<file path="config.mk">
export PLATFORM = sky130hd
export DESIGN_NAME = dvp_apb_master
export DESIGN_NICKNAME = d
export VERILOG_FILES = /design/src/rtl/dvp_apb_pkg.sv /design/src/rtl/dvp_apb_watchdog.sv /design/src/rtl/dvp_apb_master.sv
export SDC_FILE = /design/constraint.sdc
export NUM_CORES = 1
export LEC_CHECK = 0
export CORE_AREA = 2 2 88 90
export DETAILED_ROUTE_END_ITERATION = 16
export DIE_AREA = 0 0 90 92
export PLACE_DENSITY = 0.8
export SKIP_CTS_REPAIR_TIMING = 1
export SYNTH_ARGS = -nofsm -noshare
export SYNTH_HDL_FRONTEND = slang
export SYNTH_SLANG_ARGS = --single-unit
</file>
<file path="constraint.sdc">
create_clock -name io_ahb_PCLK -period 7.1 [get_ports io_ahb_PCLK]
set_clock_uncertainty 0.1 [all_clocks]
set_input_delay 1.42 -clock io_ahb_PCLK [delete_from_list [all_inputs] [get_ports io_ahb_PCLK]]
set_output_delay 1.42 -clock io_ahb_PCLK [all_outputs]
set_load 0.005 [all_outputs]
</file>
<file path="src/rtl/dvp_apb_pkg.sv">
// Shared DVP APB definitions: FSM encoding, bus width, register map.
package dvp_apb_pkg;

  typedef enum logic [1:0] {
    ST_IDLE   = 2'd0,
    ST_SETUP  = 2'd1,
    ST_ACCESS = 2'd2
  } apb_state_e;

  localparam int DVP_APB_ADDR_W = 3;

  localparam logic [DVP_APB_ADDR_W-1:0] DI_CR    = 3'd0;
  localparam logic [DVP_APB_ADDR_W-1:0] DI_START = 3'd1;
  localparam logic [DVP_APB_ADDR_W-1:0] DI_END   = 3'd2;
  localparam logic [DVP_APB_ADDR_W-1:0] DP_CR    = 3'd3;
  localparam logic [DVP_APB_ADDR_W-1:0] DO_CR    = 3'd4;

endpackage

</file>
<file path="src/rtl/dvp_apb_watchdog.sv">
// ACCESS-phase cycle counter; flags the TIMEOUT-th stalled ACCESS cycle.
module dvp_apb_watchdog #(
  parameter int TIMEOUT = 256
) (
  input  logic clk,
  input  logic rst,
  input  logic clr,
  input  logic run,
  output logic expired
);

  localparam int CW = $clog2(TIMEOUT + 1);

  logic [CW-1:0] cnt_q, cnt_d;

  always_comb begin
    cnt_d = cnt_q;
    if (clr)
      cnt_d = '0;
    else if (run)
      cnt_d = cnt_q + 1'b1;
  end

  always_ff @(posedge clk or posedge rst) begin
    if (rst)
      cnt_q <= '0;
    else
      cnt_q <= cnt_d;
  end

  // cnt_q holds the number of ACCESS cycles already completed
  assign expired = run && (cnt_q == CW'(TIMEOUT - 1));

endmodule

</file>
<file path="src/rtl/dvp_apb_master.sv">
// Single-outstanding APB initiator for the DVP register slaves.
// Optional ACCESS watchdog enabled by DVP_APB_MASTER_TIMEOUT_EN.
module dvp_apb_master
  import dvp_apb_pkg::*;
#(
  parameter int ADDR_W  = DVP_APB_ADDR_W,
  parameter int NSLV    = 1,
  parameter int SEL_W   = 1,
  parameter int TIMEOUT = 256
) (
  input  logic              io_ahb_PCLK,
  input  logic              io_ahb_PRESET,
  input  logic              cmd_valid,
  output logic              cmd_ready,
  input  logic [SEL_W-1:0]  cmd_sel,
  input  logic [ADDR_W-1:0] cmd_addr,
  input  logic              cmd_write,
  input  logic [31:0]       cmd_wdata,
  output logic              rsp_valid,
  input  logic              rsp_ready,
  output logic [31:0]       rsp_rdata,
  output logic              rsp_err,
  output logic [ADDR_W-1:0] io_ahb_PADDR,
  output logic [NSLV-1:0]   io_ahb_PSEL,
  output logic              io_ahb_PENABLE,
  output logic              io_ahb_PWRITE,
  output logic [31:0]       io_ahb_PWDATA,
  input  logic              io_ahb_PREADY,
  input  logic [31:0]       io_ahb_PRDATA,
  input  logic              io_ahb_PSLVERROR
);

  localparam logic [NSLV-1:0] SEL_ONE = NSLV'(1);

  apb_state_e        state_q, state_d;
  logic [ADDR_W-1:0] paddr_q, paddr_d;
  logic [NSLV-1:0]   psel_q, psel_d;
  logic              penable_q, penable_d;
  logic              pwrite_q, pwrite_d;
  logic [31:0]       pwdata_q, pwdata_d;
  logic              rsp_valid_q, rsp_valid_d;
  logic [31:0]       rsp_rdata_q, rsp_rdata_d;
  logic              rsp_err_q, rsp_err_d;
  logic              cmd_fire;
  logic              sel_ok;
  logic              wd_expired;

`ifdef DVP_APB_MASTER_TIMEOUT_EN
  dvp_apb_watchdog #(
    .TIMEOUT (TIMEOUT)
  ) u_wd (
    .clk     (io_ahb_PCLK),
    .rst     (io_ahb_PRESET),
    .clr     (state_q == ST_SETUP),
    .run     (state_q == ST_ACCESS),
    .expired (wd_expired)
  );
`else
  logic unused_timeout;
  assign unused_timeout = ^TIMEOUT;
  assign wd_expired     = 1'b0;
`endif

  assign cmd_ready = (state_q == ST_IDLE) && (!rsp_valid_q || rsp_ready);
  assign cmd_fire  = cmd_valid && cmd_ready;
  assign sel_ok    = 32'(cmd_sel) < 32'(NSLV);

  always_comb begin
    state_d     = state_q;
    paddr_d     = paddr_q;
    psel_d      = psel_q;
    penable_d   = penable_q;
    pwrite_d    = pwrite_q;
    pwdata_d    = pwdata_q;
    rsp_valid_d = rsp_valid_q;
    rsp_rdata_d = rsp_rdata_q;
    rsp_err_d   = rsp_err_q;
    if (rsp_valid_q && rsp_ready)
      rsp_valid_d = 1'b0;
    unique case (state_q)
      ST_IDLE: begin
        if (cmd_fire && sel_ok) begin
          paddr_d  = cmd_addr;
          pwrite_d = cmd_write;
          pwdata_d = cmd_wdata;
          psel_d   = SEL_ONE << cmd_sel;
          state_d  = ST_SETUP;
        end else if (cmd_fire) begin
          rsp_valid_d = 1'b1;
          rsp_err_d   = 1'b1;
          rsp_rdata_d = '0;
        end
      end
      ST_SETUP: begin
        penable_d = 1'b1;
        state_d   = ST_ACCESS;
      end
      ST_ACCESS: begin
        if (io_ahb_PREADY) begin
          rsp_valid_d = 1'b1;
          rsp_rdata_d = pwrite_q ? '0 : io_ahb_PRDATA;
          rsp_err_d   = io_ahb_PSLVERROR;
          psel_d      = '0;
          penable_d   = 1'b0;
          state_d     = ST_IDLE;
        end else if (wd_expired) begin
          rsp_valid_d = 1'b1;
          rsp_rdata_d = '0;
          rsp_err_d   = 1'b1;
          psel_d      = '0;
          penable_d   = 1'b0;
          state_d     = ST_IDLE;
        end
      end
      default: begin
        psel_d    = '0;
        penable_d = 1'b0;
        state_d   = ST_IDLE;
      end
    endcase
  end

  always_ff @(posedge io_ahb_PCLK or posedge io_ahb_PRESET) begin
    if (io_ahb_PRESET) begin
      state_q     <= ST_IDLE;
      paddr_q     <= '0;
      psel_q      <= '0;
      penable_q   <= 1'b0;
      pwrite_q    <= 1'b0;
      pwdata_q    <= '0;
      rsp_valid_q <= 1'b0;
      rsp_rdata_q <= '0;
      rsp_err_q   <= 1'b0;
    end else begin
      state_q     <= state_d;
      paddr_q     <= paddr_d;
      psel_q      <= psel_d;
      penable_q   <= penable_d;
      pwrite_q    <= pwrite_d;
      pwdata_q    <= pwdata_d;
      rsp_valid_q <= rsp_valid_d;
      rsp_rdata_q <= rsp_rdata_d;
      rsp_err_q   <= rsp_err_d;
    end
  end

  assign io_ahb_PADDR   = paddr_q;
  assign io_ahb_PSEL    = psel_q;
  assign io_ahb_PENABLE = penable_q;
  assign io_ahb_PWRITE  = pwrite_q;
  assign io_ahb_PWDATA  = pwdata_q;
  assign rsp_valid      = rsp_valid_q;
  assign rsp_rdata      = rsp_rdata_q;
  assign rsp_err        = rsp_err_q;

endmodule
</file>
==> run metrics <==
Crit Path Category input port to primary output; most frequent cell after synthesis dfrtp_1; Initial Util 0.4236; DRC violations left 0; basic-gate share of the synthesized area counting and, or, nand and nor cells 0.06545; antenna violations before repair 0; Vias 2264; number of nets in the layout 464; final std cells w/o fill 496; CTS tree done; largest fanout on the critical path 4; number of enable flip-flop cells after synthesis 0; number of flip-flops and latches in the synthesized netlist 74; Routed Antenna Nets 0; number of pins with negative max-slew slack in the final report 0; combined flip-flop and latch cell area 1852 µm²; total count of hold-check failures in the final report 0; maximum number of pins on one net before global-route repair 75; area delta synth->final 55.65%; Final GP Congestion 0.6819; Placement Rows 32; worst endpoint data arrival time 2.71 ns; fraction of registers with async set or reset after synthesis 1.000; CP endpoint kind primary output; clock buffer depth 2; sink count of the clock tree 74; clock insertion delay at the later pin of the skew report 0.34 ns; final setup fails 0; most frequently used flop master after synthesis dfrtp_1; compound-gate portion of the synthesized area 0.01745; via count of the first global-routing pass 2415; final critical delay including setup and external delays 4.229 ns; setup repair after global routing missed its margin false; diodes inserted 0; Design Area, Final 4910 µm²; utilization after layout 0.6593; worst vdd ir 159.7 µV; HP Class flip-flop to flip-flop; number of H-tree branching levels 3; combinational family with the most area after synthesis multiplexers; I/O pin cnt 148; max-cap violation count 0; most area-consuming cells after synthesis dfrtp_1, mux2i_1, mux2_4; Slew @ Worst Pin 0.9269 ns; Final HPWL DP 4.966 mm; worst hold margin 0.4065 ns; placed inst area 4683 µm²; average via count per standard cell 4.565; multiplexer share of the synthesized area 0.2547; share of synthesized cell area in full adder, half adder and majority cells 0; DRC violation total after the first TritonRoute iteration 68; number of placed cells counting well taps 480; library cell occupying the most area in the post-synthesis netlist dfrtp_1; Net Count, Synth 313; combined area of the multi-input logic cells 1071 µm²; XOR/XNOR Fraction of Synth Area 0; Cell Area, Synth 3154 µm²; wire length per cell after detailed routing 14.06 µm; total core area 7447 µm²; Max Fclk 236.5 MHz; wire length of the first global-routing pass 11.56 mm; filler cell count 593; width of the chip 90 µm; Crit path required time 5.58 ns; root buffer cell clkbuf_8; Overall Power 1.491 mW; top post-synthesis cells by count dfrtp_1, inv_1, nand2_1; TritonCTS Buffers 9; sequential-to-total area share from yosys stat 0.5871; number of buffer cells added on primary ports 147; final routed wirelength across all metal layers 6.973 mm; clock slew seen by the registers of the worst setup and hold paths 0.08 ns; max-slew headroom at the worst pin 0.3821; pre-CTS setup slack 2.867 ns; Critical Path Source Type input port; total gr overflow 0; PnR worst setup slack 2.871 ns; distinct cell type count of the synthesized netlist 21; synthesized instance count 238; PD cells 303.7 nW/µm²; total of warnings raised by yosys 0; outcome completed; final setup TNS 0 ns; portion of the clock cycle consumed by the worst path in the final layout 0.5956; gr usage total 0.1744; share of post-route cells with drive strength above 1 0.1523; detailed-routing iteration count for the pre-antenna-repair pass 4; area share of the largest cell type after synthesis 0.5871; die boundary height 92 µm; die footprint 8280 µm²; post-synthesis area per instance 13.25 µm²; static leakage 2.249 nW
[cell families after synthesis]
| logic type | count (synthesis) |
|---|---|
| AO/OA/AOI/OAI | 6 |
| buffers and inverters | 46 |
| flip-flops | 74 |
| multiplexers | 69 |
| AND/OR/NAND/NOR | 43 |
[final timing paths]
| check | start | endpoint | slack [ns] | depth (start not counted) |
|---|---|---|---|---|
| min reg2reg | io_ahb_PWDATA[15] | io_ahb_PWDATA[15] | 0.41 | 1 |
| max | rsp_ready | cmd_ready | 2.87 | 4 |
| max in group asynchronous | io_ahb_PRESET | io_ahb_PWDATA[23] | 4.71 | 3 |
| min in group asynchronous | io_ahb_PRESET | rsp_valid | 1.56 | 3 |
| min | io_ahb_PWDATA[15] | io_ahb_PWDATA[15] | 0.41 | 1 |
| max reg2reg | state_q[0] | io_ahb_PADDR[2] | 4.62 | 4 |
[final cells by class]
cell class / instances / share of cell area
clock buffers: 9 / 0.02523
inverters: 35 / 0.02676
multi-input cells: 118 / 0.2181
repair buffers: 151 / 0.3058
clock inverters: 7 / 0.02090
well taps: 102 / 0.02599
flip-flops and latches: 74 / 0.3772
[layer usage]
metal	vias to the layer above	part of all wire	track usage
li1	1068	-	-
met1	1112	0.42	0.2112
met2	80	0.50	0.2939
met3	4	0.067	0.06491
met4	0	0.0072	0.04872
met5	-	0	0
[sequential cells by signal, indices dropped and copies added (netlist names)]
signal and flops:
io_ahb_PWDATA 32, io_ahb_PENABLE 1, io_ahb_PSEL 1, rsp_valid 1, rsp_err 1, io_ahb_PWRITE 1, io_ahb_PADDR 3, state_q 2
rsp_rdata 32
[layout by cell type (no fill, tap or decap)]
| master | synthesis | final |
|---|---|---|
| clkinv_4 | 0 | 3 |
| mux2i_1 | 33 | 33 |
| o21a_1 | 1 | 1 |
| inv_6 | 0 | 1 |
| a41oi_4 | 1 | 1 |
| clkinvlp_4 | 0 | 1 |
| nor3b_4 | 0 | 1 |
| mux2_2 | 18 | 18 |
| dfrtp_1 | 74 | 74 |
| and2_1 | 1 | 1 |
| nand2_1 | 34 | 34 |
| nand4b_1 | 1 | 1 |
| buf_4 | 1 | 4 |
| inv_2 | 0 | 1 |
| a21oi_1 | 2 | 2 |
| clkbuf_8 | 0 | 9 |
| nand2b_1 | 2 | 2 |
| mux2_4 | 18 | 18 |
| clkdlybuf4s50_1 | 0 | 147 |
| bufinv_16 | 0 | 2 |
| nor4bb_1 | 1 | 1 |
| inv_1 | 35 | 34 |
| o21ai_0 | 2 | 2 |
| and3b_1 | 2 | 2 |
| nor2_4 | 1 | 1 |
[report_power, final]
group | total (mW) | switching [mW] | internal [mW] | leakage (nW)
combinational | 0.520 | 0.160 | 0.360 | 1.20
sequential | 0.609 | 0.0691 | 0.540 | 0.934
clock | 0.362 | 0.161 | 0.201 | 0.110
[worst max-delay path, cell delays in order]
cell,delay [ns]
clkdlybuf4s50_1,0.44
nand2b_1,0.20
and2_1,0.15
clkdlybuf4s50_1,0.49
No activity file was read; power rests on OpenSTA's default activity.
